**src/rtl/axi_lite_to_axi.sv**
```systemverilog
// AXI4-Lite to AXI4 bridge: every Lite access becomes a single-beat INCR burst with fixed ID/USER.
// Zero-cycle combinational channels; AR/AW/W hold valid and ready low while their outstanding limit is reached.
module axi_lite_to_axi #(
   parameter int unsigned ADDR_WIDTH     = 32,
   parameter int unsigned DATA_WIDTH     = 32,
   parameter int unsigned ID_WIDTH       = 4,
   parameter int unsigned USER_WIDTH     = 1,
   parameter int unsigned NUM_PENDING_RD = 1,
   parameter int unsigned NUM_PENDING_WR = 1,
   parameter int unsigned AXI_ID         = 0,
   parameter int unsigned AXI_USER       = 0,
   localparam int unsigned RD_CW         = $clog2(NUM_PENDING_RD + 1),
   localparam int unsigned WR_CW         = $clog2(NUM_PENDING_WR + 1),
   localparam int unsigned STRB_WIDTH    = DATA_WIDTH / 8
) (
   input  logic                  clk_i,
   input  logic                  rst_i,

   // Lite slave side
   input  logic [ADDR_WIDTH-1:0] in_aw_addr,
   input  logic [2:0]            in_aw_prot,
   input  logic                  in_aw_valid,
   output logic                  in_aw_ready,
   input  logic [DATA_WIDTH-1:0] in_w_data,
   input  logic [STRB_WIDTH-1:0] in_w_strb,
   input  logic                  in_w_valid,
   output logic                  in_w_ready,
   output logic [1:0]            in_b_resp,
   output logic                  in_b_valid,
   input  logic                  in_b_ready,
   input  logic [ADDR_WIDTH-1:0] in_ar_addr,
   input  logic [2:0]            in_ar_prot,
   input  logic                  in_ar_valid,
   output logic                  in_ar_ready,
   output logic [DATA_WIDTH-1:0] in_r_data,
   output logic [1:0]            in_r_resp,
   output logic                  in_r_valid,
   input  logic                  in_r_ready,

   // AXI4 master side
   output logic [ID_WIDTH-1:0]   out_aw_id,
   output logic [ADDR_WIDTH-1:0] out_aw_addr,
   output logic [7:0]            out_aw_len,
   output logic [2:0]            out_aw_size,
   output logic [1:0]            out_aw_burst,
   output logic                  out_aw_lock,
   output logic [3:0]            out_aw_cache,
   output logic [2:0]            out_aw_prot,
   output logic [3:0]            out_aw_qos,
   output logic [3:0]            out_aw_region,
   output logic [USER_WIDTH-1:0] out_aw_user,
   output logic                  out_aw_valid,
   input  logic                  out_aw_ready,
   output logic [DATA_WIDTH-1:0] out_w_data,
   output logic [STRB_WIDTH-1:0] out_w_strb,
   output logic                  out_w_last,
   output logic [USER_WIDTH-1:0] out_w_user,
   output logic                  out_w_valid,
   input  logic                  out_w_ready,
   input  logic [ID_WIDTH-1:0]   out_b_id,
   input  logic [1:0]            out_b_resp,
   input  logic [USER_WIDTH-1:0] out_b_user,
   input  logic                  out_b_valid,
   output logic                  out_b_ready,
   output logic [ID_WIDTH-1:0]   out_ar_id,
   output logic [ADDR_WIDTH-1:0] out_ar_addr,
   output logic [7:0]            out_ar_len,
   output logic [2:0]            out_ar_size,
   output logic [1:0]            out_ar_burst,
   output logic                  out_ar_lock,
   output logic [3:0]            out_ar_cache,
   output logic [2:0]            out_ar_prot,
   output logic [3:0]            out_ar_qos,
   output logic [3:0]            out_ar_region,
   output logic [USER_WIDTH-1:0] out_ar_user,
   output logic                  out_ar_valid,
   input  logic                  out_ar_ready,
   input  logic [ID_WIDTH-1:0]   out_r_id,
   input  logic [DATA_WIDTH-1:0] out_r_data,
   input  logic [1:0]            out_r_resp,
   input  logic                  out_r_last,
   input  logic [USER_WIDTH-1:0] out_r_user,
   input  logic                  out_r_valid,
   output logic                  out_r_ready,

   output logic [RD_CW-1:0]      rd_pending_o,
   output logic [WR_CW-1:0]      wr_pending_o,
   output logic                  err_o
);

   localparam logic [RD_CW-1:0]      RD_MAX     = RD_CW'(NUM_PENDING_RD);
   localparam logic [WR_CW-1:0]      WR_MAX     = WR_CW'(NUM_PENDING_WR);
   localparam logic [ID_WIDTH-1:0]   ID_CONST   = ID_WIDTH'(AXI_ID);
   localparam logic [USER_WIDTH-1:0] USER_CONST = USER_WIDTH'(AXI_USER);
   localparam logic [2:0]            BEAT_SIZE  = 3'($clog2(DATA_WIDTH / 8));
   localparam logic [1:0]            BURST_INCR = 2'b01;

   logic [RD_CW-1:0] rd_cnt;
   logic [WR_CW-1:0] aw_cnt;
   logic [WR_CW-1:0] w_cnt;
   logic             err_q;

   logic rd_room, aw_room, w_room;
   logic ar_hs, r_hs, aw_hs, w_hs, b_hs;
   logic r_err, b_err;

   // Room is judged on registered counts only, so responses never feed back into request gating combinationally.
   assign rd_room = (rd_cnt != RD_MAX);
   assign aw_room = (aw_cnt != WR_MAX);
   assign w_room  = (w_cnt  != WR_MAX);

   // AR channel
   assign out_ar_valid  = in_ar_valid & rd_room;
   assign in_ar_ready   = out_ar_ready & rd_room;
   assign out_ar_addr   = in_ar_addr;
   assign out_ar_prot   = in_ar_prot;
   assign out_ar_id     = ID_CONST;
   assign out_ar_len    = 8'd0;
   assign out_ar_size   = BEAT_SIZE;
   assign out_ar_burst  = BURST_INCR;
   assign out_ar_lock   = 1'b0;
   assign out_ar_cache  = 4'b0000;
   assign out_ar_qos    = 4'd0;
   assign out_ar_region = 4'd0;
   assign out_ar_user   = USER_CONST;

   // AW channel
   assign out_aw_valid  = in_aw_valid & aw_room;
   assign in_aw_ready   = out_aw_ready & aw_room;
   assign out_aw_addr   = in_aw_addr;
   assign out_aw_prot   = in_aw_prot;
   assign out_aw_id     = ID_CONST;
   assign out_aw_len    = 8'd0;
   assign out_aw_size   = BEAT_SIZE;
   assign out_aw_burst  = BURST_INCR;
   assign out_aw_lock   = 1'b0;
   assign out_aw_cache  = 4'b0000;
   assign out_aw_qos    = 4'd0;
   assign out_aw_region = 4'd0;
   assign out_aw_user   = USER_CONST;

   // W channel, independent of AW ordering
   assign out_w_valid = in_w_valid & w_room;
   assign in_w_ready  = out_w_ready & w_room;
   assign out_w_data  = in_w_data;
   assign out_w_strb  = in_w_strb;
   assign out_w_last  = 1'b1;
   assign out_w_user  = USER_CONST;

   // Response channels pass straight through
   assign in_r_valid  = out_r_valid;
   assign out_r_ready = in_r_ready;
   assign in_r_data   = out_r_data;
   assign in_r_resp   = out_r_resp;
   assign in_b_valid  = out_b_valid;
   assign out_b_ready = in_b_ready;
   assign in_b_resp   = out_b_resp;

   assign ar_hs = out_ar_valid & out_ar_ready;
   assign aw_hs = out_aw_valid & out_aw_ready;
   assign w_hs  = out_w_valid & out_w_ready;
   assign r_hs  = out_r_valid & in_r_ready;
   assign b_hs  = out_b_valid & in_b_ready;

   assign r_err = r_hs & (~out_r_last | (rd_cnt == '0));
   assign b_err = b_hs & ((aw_cnt == '0) | (w_cnt == '0));

   always_ff @(posedge clk_i or posedge rst_i) begin
      if (rst_i) begin
         rd_cnt <= '0;
      end else if (ar_hs && !r_hs) begin
         rd_cnt <= rd_cnt + RD_CW'(1);
      end else if (r_hs && !ar_hs && (rd_cnt != '0)) begin
         rd_cnt <= rd_cnt - RD_CW'(1);
      end
   end

   always_ff @(posedge clk_i or posedge rst_i) begin
      if (rst_i) begin
         aw_cnt <= '0;
      end else if (aw_hs && !b_hs) begin
         aw_cnt <= aw_cnt + WR_CW'(1);
      end else if (b_hs && !aw_hs && (aw_cnt != '0)) begin
         aw_cnt <= aw_cnt - WR_CW'(1);
      end
   end

   always_ff @(posedge clk_i or posedge rst_i) begin
      if (rst_i) begin
         w_cnt <= '0;
      end else if (w_hs && !b_hs) begin
         w_cnt <= w_cnt + WR_CW'(1);
      end else if (b_hs && !w_hs && (w_cnt != '0)) begin
         w_cnt <= w_cnt - WR_CW'(1);
      end
   end

   // Unexpected or malformed responses latch until reset
   always_ff @(posedge clk_i or posedge rst_i) begin
      if (rst_i) begin
         err_q <= 1'b0;
      end else if (r_err || b_err) begin
         err_q <= 1'b1;
      end
   end

   assign rd_pending_o = rd_cnt;
   assign wr_pending_o = aw_cnt;
   assign err_o        = err_q;

   // Burst-only response fields are intentionally dropped
   logic unused_resp_fields;
   assign unused_resp_fields = ^{out_r_user, out_b_user};

`ifndef SYNTHESIS
   param_chk: assert property (@(posedge clk_i)
      (NUM_PENDING_RD > 0) && (NUM_PENDING_WR > 0) && ((64'(AXI_ID) >> ID_WIDTH) == 64'd0)
      && (STRB_WIDTH * 8 == DATA_WIDTH))
      else $error("axi_lite_to_axi: illegal parameterisation");
   r_id_chk: assert property (@(posedge clk_i) disable iff (rst_i) r_hs |-> (out_r_id == ID_CONST))
      else $error("axi_lite_to_axi: r_id differs from AXI_ID");
   b_id_chk: assert property (@(posedge clk_i) disable iff (rst_i) b_hs |-> (out_b_id == ID_CONST))
      else $error("axi_lite_to_axi: b_id differs from AXI_ID");
`endif

endmodule

```
**config.mk**
```make
export PLATFORM = sky130hd
export DESIGN_NAME = axi_lite_to_axi
export DESIGN_NICKNAME = d
export VERILOG_FILES = /design/src/rtl/axi_lite_to_axi.sv
export SDC_FILE = /design/constraint.sdc
export NUM_CORES = 1
export LEC_CHECK = 0
export ABC_AREA = 1
export BUFFER_PORTS_ARGS = -buffer_cell sky130_fd_sc_hd__buf_2
export CAP_MARGIN = 40
export CELL_PAD_IN_SITES_DETAIL_PLACEMENT = 0
export CELL_PAD_IN_SITES_GLOBAL_PLACEMENT = 1
export CORE_AREA = 2 2 148 150
export DETAILED_ROUTE_END_ITERATION = 6
export DIE_AREA = 0 0 150 152
export PLACE_DENSITY_LB_ADDON = 0.1
export SLEW_MARGIN = 20
export SYNTH_ARGS = -nofsm -noshare
export SYNTH_HDL_FRONTEND = slang
export SYNTH_SLANG_ARGS = --single-unit
```
**constraint.sdc**
```tcl
create_clock -name clk_i -period 1.3 [get_ports clk_i]
set_input_delay 0.26 -clock clk_i [delete_from_list [all_inputs] [get_ports clk_i]]
set_output_delay 0.26 -clock clk_i [all_outputs]
set_load 0.05 [all_outputs]
```
-- Yosys cells after proc, flatten, opt, wreduce, memory -nomap -nowiden
Index checks and enable logic that the tools add are counted.
- output and inout bits: 219
- flip-flop bits (word level): 4
- mux-type cells: 6
- reduce and logical (&&, ||, !) cells: 18
- add/subtract/negate cells: 6
- bitwise logic cells: 19
- operators with widths (cell ; number):
    AND 1 bit ; 13
    logical AND 1 bit ; 9
    two-way mux 1 bit ; 6
    nonzero test 2 bit ; 3
    logical NOT 1 bit ; 5
    inverter 1 bit ; 4
    adder 1 bit, second input constant ; 3
    subtractor 1 bit, second input constant ; 3
    OR 1 bit ; 2
    logical OR 1 bit ; 1

-- Longest topological paths before layout
Gate-level depths: netlist of run 1.
- word-level depth: 8
- mapped depth: 4
- mapped depth without buffers: 4

-- Worst setup path before layout of run 1
OpenSTA, ideal clock, no wires.
- path type: flip-flop to output port
- from: register rd_cnt (netlist: rd_pending_o)
- to: output in_ar_ready
- arrival time: 1.314 ns
- data required time: 1.040 ns
- cell stages (with the launch flop): 2
- path slack: -0.274 ns
- path through: dfrtp_1 > nor2_1
- cells in the longest elaborated chain, start to end: 2
- RTL lines (item ; line ; text):
    from (decl) ; 98 ; logic [RD_CW-1:0] rd_cnt;
    from (signal assigned) ; 172 ; rd_cnt <= rd_cnt + RD_CW'(1);
    from (signal assigned) ; 174 ; rd_cnt <= rd_cnt - RD_CW'(1);
    inverter 1 bit ; 108 ; assign rd_room = (rd_cnt != RD_MAX);
    AND 1 bit ; 114 ; assign in_ar_ready = out_ar_ready & rd_room;
    to (decl) ; 34 ; output logic in_ar_ready,
Every way passes these cells.

-- Worst setup path after layout of run 1
- from: register w_cnt
- to: output out_w_valid
- cells in the longest elaborated chain, start to end: 2
- RTL lines (item ; line ; text):
    from (decl) ; 100 ; logic [WR_CW-1:0] w_cnt;
    from (signal assigned) ; 192 ; w_cnt <= w_cnt + WR_CW'(1);
    from (signal assigned) ; 194 ; w_cnt <= w_cnt - WR_CW'(1);
    inverter 1 bit ; 110 ; assign w_room = (w_cnt != WR_MAX);
    AND 1 bit ; 143 ; assign out_w_valid = in_w_valid & w_room;
    to (decl) ; 58 ; output logic out_w_valid,
Every way passes these cells.

==> impl_metrics.yaml, run 1 <==
critical_path:
  cp_slowest_cell: "dfrtp_1"
  crit_type: "flip-flop to primary output"
  r2r_start: "rd_pending_o"
  critPathLaunchType: "flip-flop"
  worst-path-max-fanout: 4
  cp_data_arrival_time_ns: 0.99
  crit_cells: 2
  cp-end-kind: "primary output"
  worst_r2r_endpoint: "err_o"
  r2r.worst_path.cells: 3
  reg2reg_setup_slack_ns: 0.49
  crit_required_ns: 1.04
  path_cells: "nor2_2, buf_4"
  critPathTopFamily: "flip-flops"
  cp_num_buf_inv: 1
  cpPeakStageDelay_ns: 0.43
floorplanning:
  die_w_um: 150
  pin_count: 384
  die_area_um2: 22800
  initial_utilization_pct: 8.550
  fp.coreArea_um2: 21350
  num_rows: 54
  die_y_um: 152
power_and_ir_drop:
  fin_total_pwr_uw: 1267
  leakagePower_uw: 0.0005369
  power_density_nw_per_um2: 1165
  vdd_drop_max_mv: 0.4203
clock_tree:
  path_clk_slew_ns: 0.03
  cts_tree: "built"
  clock_latency_ns: 0.22
  cts_setup_buffers: 0
  htree_levels: 1
  cts_made_buffers: 3
  cts_root_buf: "clkbuf_16"
  cts.sinks: 4
  clock_path_buffers: 2
sta:
  min_period_ns: 1.246
  finalCritPeriodShare_pct: 95.85
  fin_worst_skew_ns: 0.001214
  rsz0062_at_grt: "false"
  slew_viol_final: 0
  max_freq_mhz: 802.5
  final_hold_viol_count: 0
  setup_viol: 0
routing:
  num_vias: 669
  finalWirelength_mm: 3.520
  drtIter0Drc: 19
  final_antenna_net_count: 0
  post_drt_via_cell_ratio: 1.616
  drt_pre_antenna_iters: 2
  drc_errors: 0
  wl_per_cell_um: 8.502
global_route:
  grt.overflow.total: 0
  grt_pass1_vias: 539
  antenna_found_initial: 0
  grt_pass1_wl_mm: 3.967
  grt_usage_pct: 2.592
  grt_max_degree: 6
worst_hold_path:
  min_from: "in_r_ready"
  hold_path_class: "primary input to flip-flop"
  hold_depth: 4
  whs_endpoint: "rd_pending_o"
cells_and_area:
  drive_gt1_share_pct: 26.87
  synthToLayoutAreaGrowth_pct: -40.44
  final_cells: 414
  fin_util_pct: 5.093
  diodes: 0
  fillers: 2590
  nNetsFinal: 301
synth:
  ys_ff_latch: 4
  synth_area_um2: 1826
  yosysUniqueCellTypes: 7
  synth_cells: 253
  synth_warnings: 0
  syn_avg_cell_area_um2: 7.215
  ys_seq_area_share_pct: 5.483
status:
  outcome: "finished, final reports clean"
flow_run:
  cap_violations: 0
placement:
  place.gp.congestion: 0.5544
  portBuffers: 25
  post-place-cells: 410
  dp_hpwl_mm: 3.168
[how the worst max path moves through the flow]
stage            startpoint            to  slack (ns)
5_1_grt        rd_pending_o  out_ar_valid       0.008
3_5_place_dp   rd_pending_o  out_ar_valid        0.17
4_1_cts        wr_pending_o  out_aw_valid        0.02
3_3_place_gp   rd_pending_o  out_ar_valid        0.18
6_report              w_cnt   out_w_valid        0.05
2_1_floorplan  rd_pending_o   in_ar_ready       -0.07
[layout make-up]
cell class                      instances  area (um^2)  share of cell area (%)
Tap cell                              280        350.3                   32.22
Timing Repair Buffer                   26        162.7                   14.96
Clock buffer                            3        75.07                   6.905
Sequential cell                         4        102.6                   9.436
Multi-Input combinational cell         86        340.3                   31.30
Inverter                               15        56.30                   5.178
[power by group]
part,switching (uW),total (uW),internal (uW)
Combinational,566,637,71.3
Sequential,21.8,159,138
Clock,78.1,470,392
[routing by layer]
layer	global-route usage, %	wire length, um	vias to the layer above
met2	2.740	1229	126
met5	0	0	-
met3	2.102	771	74
met4	5.885	759	0
li1	-	-	234
met1	1.651	760	235
[kinds of logic after synthesis]
family	Yosys count	synth area share, %
other	2	0.4114
AND/OR/NAND/NOR	22	4.661
flip-flops	4	5.483
buffers and inverters	225	89.44
[flip-flops by register name (all words and copies together) (netlist names)]
| register | count |
|---|---|
| wr_pending_o | 1 |
| err_o | 1 |
| w_cnt | 1 |
| rd_pending_o | 1 |
[cells in the final DEF (no fill, tap or decap)]
cell type       n
nand2_1        14
dfrtp_1         2
nand3_1         2
dfrtp_2         2
buf_6           2
conb_1         64
buf_4           6
dlygate4sd3_1   1
buf_2          17
nor2_2          6
clkbuf_16       3
inv_1          15
[worst register-to-register path: stages, from the launching register on]
cell and delay (ns):
dfrtp_2 0.43, nand2_1 0.07, nand3_1 0.10, nand3_1 0.08
[cells in the mapped netlist]
library cell	instances	area share, %
buf_4	210	86
conb_1	2	0.41
dfrtp_1	4	5.5
inv_1	15	3.1
nand2_1	14	2.9
nand3_1	2	0.55
nor2_1	6	1.2
[timing repair]
action | 4_1_cts | 5_1_grt
resized for setup | 9 | 3
endpoints found under the setup margin | 8 | 4
hold endpoints to repair | 4 | 0
hold buffers | 1 | 0
[metrics by stage]
stage	cell area, um^2	TNS, ns	worst slack (ns)	hold slack, ns
after global placement	972.2	0	0.1847	0.1785
final	1087	0	0.05395	0.3442
after floorplan	2073	-0.2798	-0.06995	0.02608
after global routing	1087	0	0.008272	0.3883
after detailed placement	972.2	0	0.1728	0.1736
after CTS	1079	0	0.01799	0.3664
Note: power is estimated with default switching activity, not from simulation.
==> inputs of run 2 (changes only) <==
Settings changed: PLACE_DENSITY_LB_ADDON 0.1 to 0.12.
==> run 2 against run 1 <==
Effect of this change:
- power is essentially flat
- clock power grew 1%
- critical path depth is the same
- count of clock-buffer cells in the layout is the same
- global-route usage shrank 0.17 points
- critical endpoint is now in_aw_ready
- largest cell class unchanged
- highest routed layer unchanged
==> impl_metrics.yaml, run 2 (same netlist as run 1, synthesis figures left out) <==
status:
  outcome: "finished, final reports clean"
sta:
  rsz0062_at_grt: "false"
  fin_worst_skew_ns: 0.00009463
  finalCritPeriodShare_pct: 95.89
  max_freq_mhz: 802.2
  slew_viol_final: 0
  setup_viol: 0
  min_period_ns: 1.247
  final_hold_viol_count: 0
  final.setup.tns_ns: 0
global_route:
  grt.overflow.total: 0
  antenna_found_initial: 0
  grt_pass1_wl_mm: 3.815
  grt_pass1_vias: 572
  grt_usage_pct: 2.418
  grt_max_degree: 6
clock_tree:
  clock_path_buffers: 2
  htree_levels: 1
  cts_setup_buffers: 0
  cts.sinks: 4
  cts_tree: "built"
  path_clk_slew_ns: 0.03
  cts_made_buffers: 3
  clock_latency_ns: 0.22
  cts_root_buf: "clkbuf_16"
critical_path:
  crit_required_ns: 1.04
  cp_data_arrival_time_ns: 0.99
  critPathLaunchType: "flip-flop"
  crit_type: "flip-flop to primary output"
  r2r.worst_path.cells: 3
  worst-path-max-fanout: 5
  cp-end-kind: "primary output"
placement:
  portBuffers: 25
  dp_hpwl_mm: 2.907
  place.gp.congestion: 0.5596
worst_hold_path:
  hold_path_class: "primary input to flip-flop"
  hold_depth: 4
power_and_ir_drop:
  vdd_drop_max_mv: 0.4223
  fin_total_pwr_uw: 1268
  leakagePower_uw: 0.0005366
  power_density_nw_per_um2: 1163
cells_and_area:
  final_cell_mix: "conb_1 (64), buf_2 (18), inv_1 (15), nand2_1 (14), nor2_2 (5)"
  nNetsFinal: 301
  drive_gt1_share_pct: 26.87
  layout_commonest_cell: "conb_1"
  synthToLayoutAreaGrowth_pct: -40.30
  diodes: 0
  fillers: 2584
  fin_util_pct: 5.104
routing:
  drt_pre_antenna_iters: 2
  post_drt_via_cell_ratio: 1.626
  num_vias: 673
  drc_errors: 0
  final_antenna_net_count: 0
  drtIter0Drc: 9
  finalWirelength_mm: 3.313
  wl_per_cell_um: 8.002
floorplanning:
  pin_count: 384
  die_w_um: 150
  initial_utilization_pct: 8.550
  fp.coreArea_um2: 21350
  die_y_um: 152
  num_rows: 54
  die_area_um2: 22800
flow_run:
  cap_violations: 0
[run 2: power by group]
| group | total (uW) | internal [uW] | leakage, uW | switching (uW) |
|---|---|---|---|---|
| combinational | 633 | 69.5 | 0.000457 | 564 |
| sequential | 160 | 138 | 0.0000425 | 22.2 |
| clock | 475 | 393 | 0.0000370 | 82.2 |
| total | 1270 | 600 | 0.000537 | 668 |
[run 2: worst max-delay path: stages, from the launching register on]
cell and delay [ns]:
dfrtp_2 0.45, nor2_2 0.12, buf_4 0.20
[run 2: final cells by class]
type                    instances  area, um^2  area share (%)
flip-flops and latches          4       102.6           9.414
repair buffers                 26       160.2           14.70
multi-input cells              86       345.3           31.69
clock buffers                   3       75.07           6.889
inverters                      15       56.30           5.166
well taps                     280       350.3           32.15
[run 2: final timing paths]
kind / start / endpoint / slack, ns
worst max-delay path: wr_pending_o / in_aw_ready / 0.05
worst min-delay path: out_r_valid / rd_pending_o / 0.32
worst max register to register: w_cnt / err_o / 0.53
worst min register to register: err_o / err_o / 0.50
max in group asynchronous: rst_i / wr_pending_o / 0.64
min in group asynchronous: rst_i / err_o / 0.48
[run 2: through the flow]
| stage | instances | worst slack, ns | area (um^2) | hold WS (ns) |
|---|---|---|---|---|
| 6_report | 414 | 0.05340 | 1090 | 0.3184 |
| 3_3_place_gp | 410 | 0.1184 | 972.2 | 0.1736 |
| 5_1_grt | 414 | 0.01227 | 1090 | 0.3553 |
| 4_1_cts | 414 | 0.0009983 | 1076 | 0.3332 |
| 2_1_floorplan | 315 | -0.06995 | 2073 | 0.02608 |
| 3_5_place_dp | 410 | 0.1333 | 972.2 | 0.1728 |
[run 2: layer usage]
metal	track usage, %	vias to the layer above	routed length [um]	part of all wire (%)
met5	0	-	0	0
met4	5.526	0	762	23
met3	1.982	66	678	20
met2	2.761	105	1226	37
met1	1.343	269	646	19
li1	-	233	-	-
[run 2: what timing repair did]
item	CTS	global route
resized for setup	7	5
setup endpoints to repair	6	5
cloned	0	0
hold buffers	1	0
hold endpoints to repair	4	0
pin swaps	1	0
==> inputs of run 3 (changes only) <==
==> constraint.sdc (replaced) <==
create_clock -name clk_i -period 1.3 [get_ports clk_i]
set_input_delay 0.13 -clock clk_i [delete_from_list [all_inputs] [get_ports clk_i]]
set_output_delay 0.13 -clock clk_i [all_outputs]
set_load 0.05 [all_outputs]
==> run 3 against run 2 <==
Effect of this change:
- worst hold slack lost 0.12 ns
- sequential share of layout area grew 0.19 points
- via count shrank 2.4%
- sequential cell count is the same
- worst setup slack gained 0.079 ns
- non-clock buffer count is the same
- first-iteration DRC count grew 44%
==> impl_metrics.yaml, run 3 (same netlist as run 1, synthesis figures left out) <==
status:
  outcome: "finished, final reports clean"
critical_path:
  crit_required_ns: 1.17
  crit_type: "flip-flop to primary output"
  cp_data_arrival_time_ns: 1.04
  critPathLaunchType: "flip-flop"
  cp-end-kind: "primary output"
  worst-path-max-fanout: 5
global_route:
  grt_usage_pct: 2.585
  grt_max_degree: 6
  grt_pass1_vias: 595
  grt.overflow.total: 0
  antenna_found_initial: 0
  grt_pass1_wl_mm: 4.091
routing:
  top_layer_used: "met4"
  wl_met3_um: 795
  route.met2.wl_mm: 1.332
  drt_pre_antenna_iters: 3
  final_antenna_net_count: 0
  finalWirelength_mm: 3.438
  drtIter0Drc: 13
  drt-met1-wl_um: 542
  num_vias: 657
  drc_errors: 0
  post_drt_via_cell_ratio: 1.587
  wl_per_cell_um: 8.304
cells_and_area:
  final_cells: 414
  final_cell_mix: "conb_1 (64), buf_2 (25), inv_1 (15), nand2_1 (14), nor2_1 (6)"
  diodes: 0
  drive_gt1_share_pct: 20.90
  synthToLayoutAreaGrowth_pct: -42.91
  layout_commonest_cell: "conb_1"
  final_area_um2: 1042
  fin_util_pct: 4.882
  nNetsFinal: 301
clock_tree:
  cts_hold_buffers: 1
  cts_setup_buffers: 0
  htree_levels: 1
  clock_latency_ns: 0.22
  cts_made_buffers: 3
  cts_root_buf: "clkbuf_16"
  cts_resized: 0
  clock_path_buffers: 2
  path_clk_slew_ns: 0.03
  cts_tree: "built"
  cts.sinks: 4
placement:
  dp_slack_ns: 0.3480
  portBuffers: 25
  dp_hpwl_mm: 2.993
  dpl_cell_area_um2: 957.2
  post-place-cells: 410
  place.gp.congestion: 0.5862
power_and_ir_drop:
  power_density_nw_per_um2: 1182
  vdd_drop_max_mv: 0.2721
  leakagePower_uw: 0.0005331
sta:
  holdWs_ns: 0.1945
  rsz0062_at_grt: "false"
  fin_ws_ns: 0.1322
  finalCritPeriodShare_pct: 89.83
  slew_viol_final: 0
  final_hold_viol_count: 0
  fin_worst_skew_ns: 0.001735
  min_period_ns: 1.168
  max_freq_mhz: 856.3
  setup_viol: 0
floorplanning:
  num_rows: 54
  pin_count: 384
  die_y_um: 152
  die_area_um2: 22800
  initial_utilization_pct: 8.550
  die_w_um: 150
  fp.coreArea_um2: 21350
flow_run:
  cap_violations: 0
worst_hold_path:
  hold_path_class: "primary input to flip-flop"
## run 3: path summary, 6_finish.rpt
path | from | to | slack (ns) | cells past startpoint
worst max register to register | wr_pending_o | err_o | 0.52 | 3
worst min register to register | err_o | err_o | 0.50 | 2
max in group asynchronous | rst_i | err_o | 0.79 | 3
worst max-delay path | rd_pending_o | out_ar_valid | 0.13 | 2
min in group asynchronous | rst_i | w_cnt | 0.35 | 3
worst min-delay path | in_r_ready | rd_pending_o | 0.19 | 4
## run 3: layout make-up
type                            instances  area (um^2)
Clock buffer                            3        75.07
Fill cell                            2574        20310
Inverter                               15        56.30
Multi-Input combinational cell         86        325.3
Sequential cell                         4        100.1
Tap cell                              280        350.3
Timing Repair Buffer                   26        135.1
## run 3: layer usage
layer / global-route usage [%] / vias to the layer above
met4: 6.155 / 0
met1: 1.088 / 229
met2: 3.109 / 123
met3: 2.312 / 72
li1: - / 233
met5: 0 / -
## run 3: through the flow
step	TNS (ns)	total power [uW]
after floorplan	-0.5765	2030
after global placement	0	759.9
after detailed placement	0	757.8
after CTS	0	1249
after global routing	0	1295
final	0	1232
## run 3: worst max-delay path, stage by stage, from the launching register on
cell and delay [ns]:
dfrtp_1 0.42, nor2_1 0.12, buf_2 0.27
## run 3: report_power, final
group / leakage, uW / switching [uW] / internal (uW)
combinational: 0.000451 / 557 / 50.7
clock: 0.0000370 / 80.4 / 392
sequential: 0.0000447 / 15.7 / 136
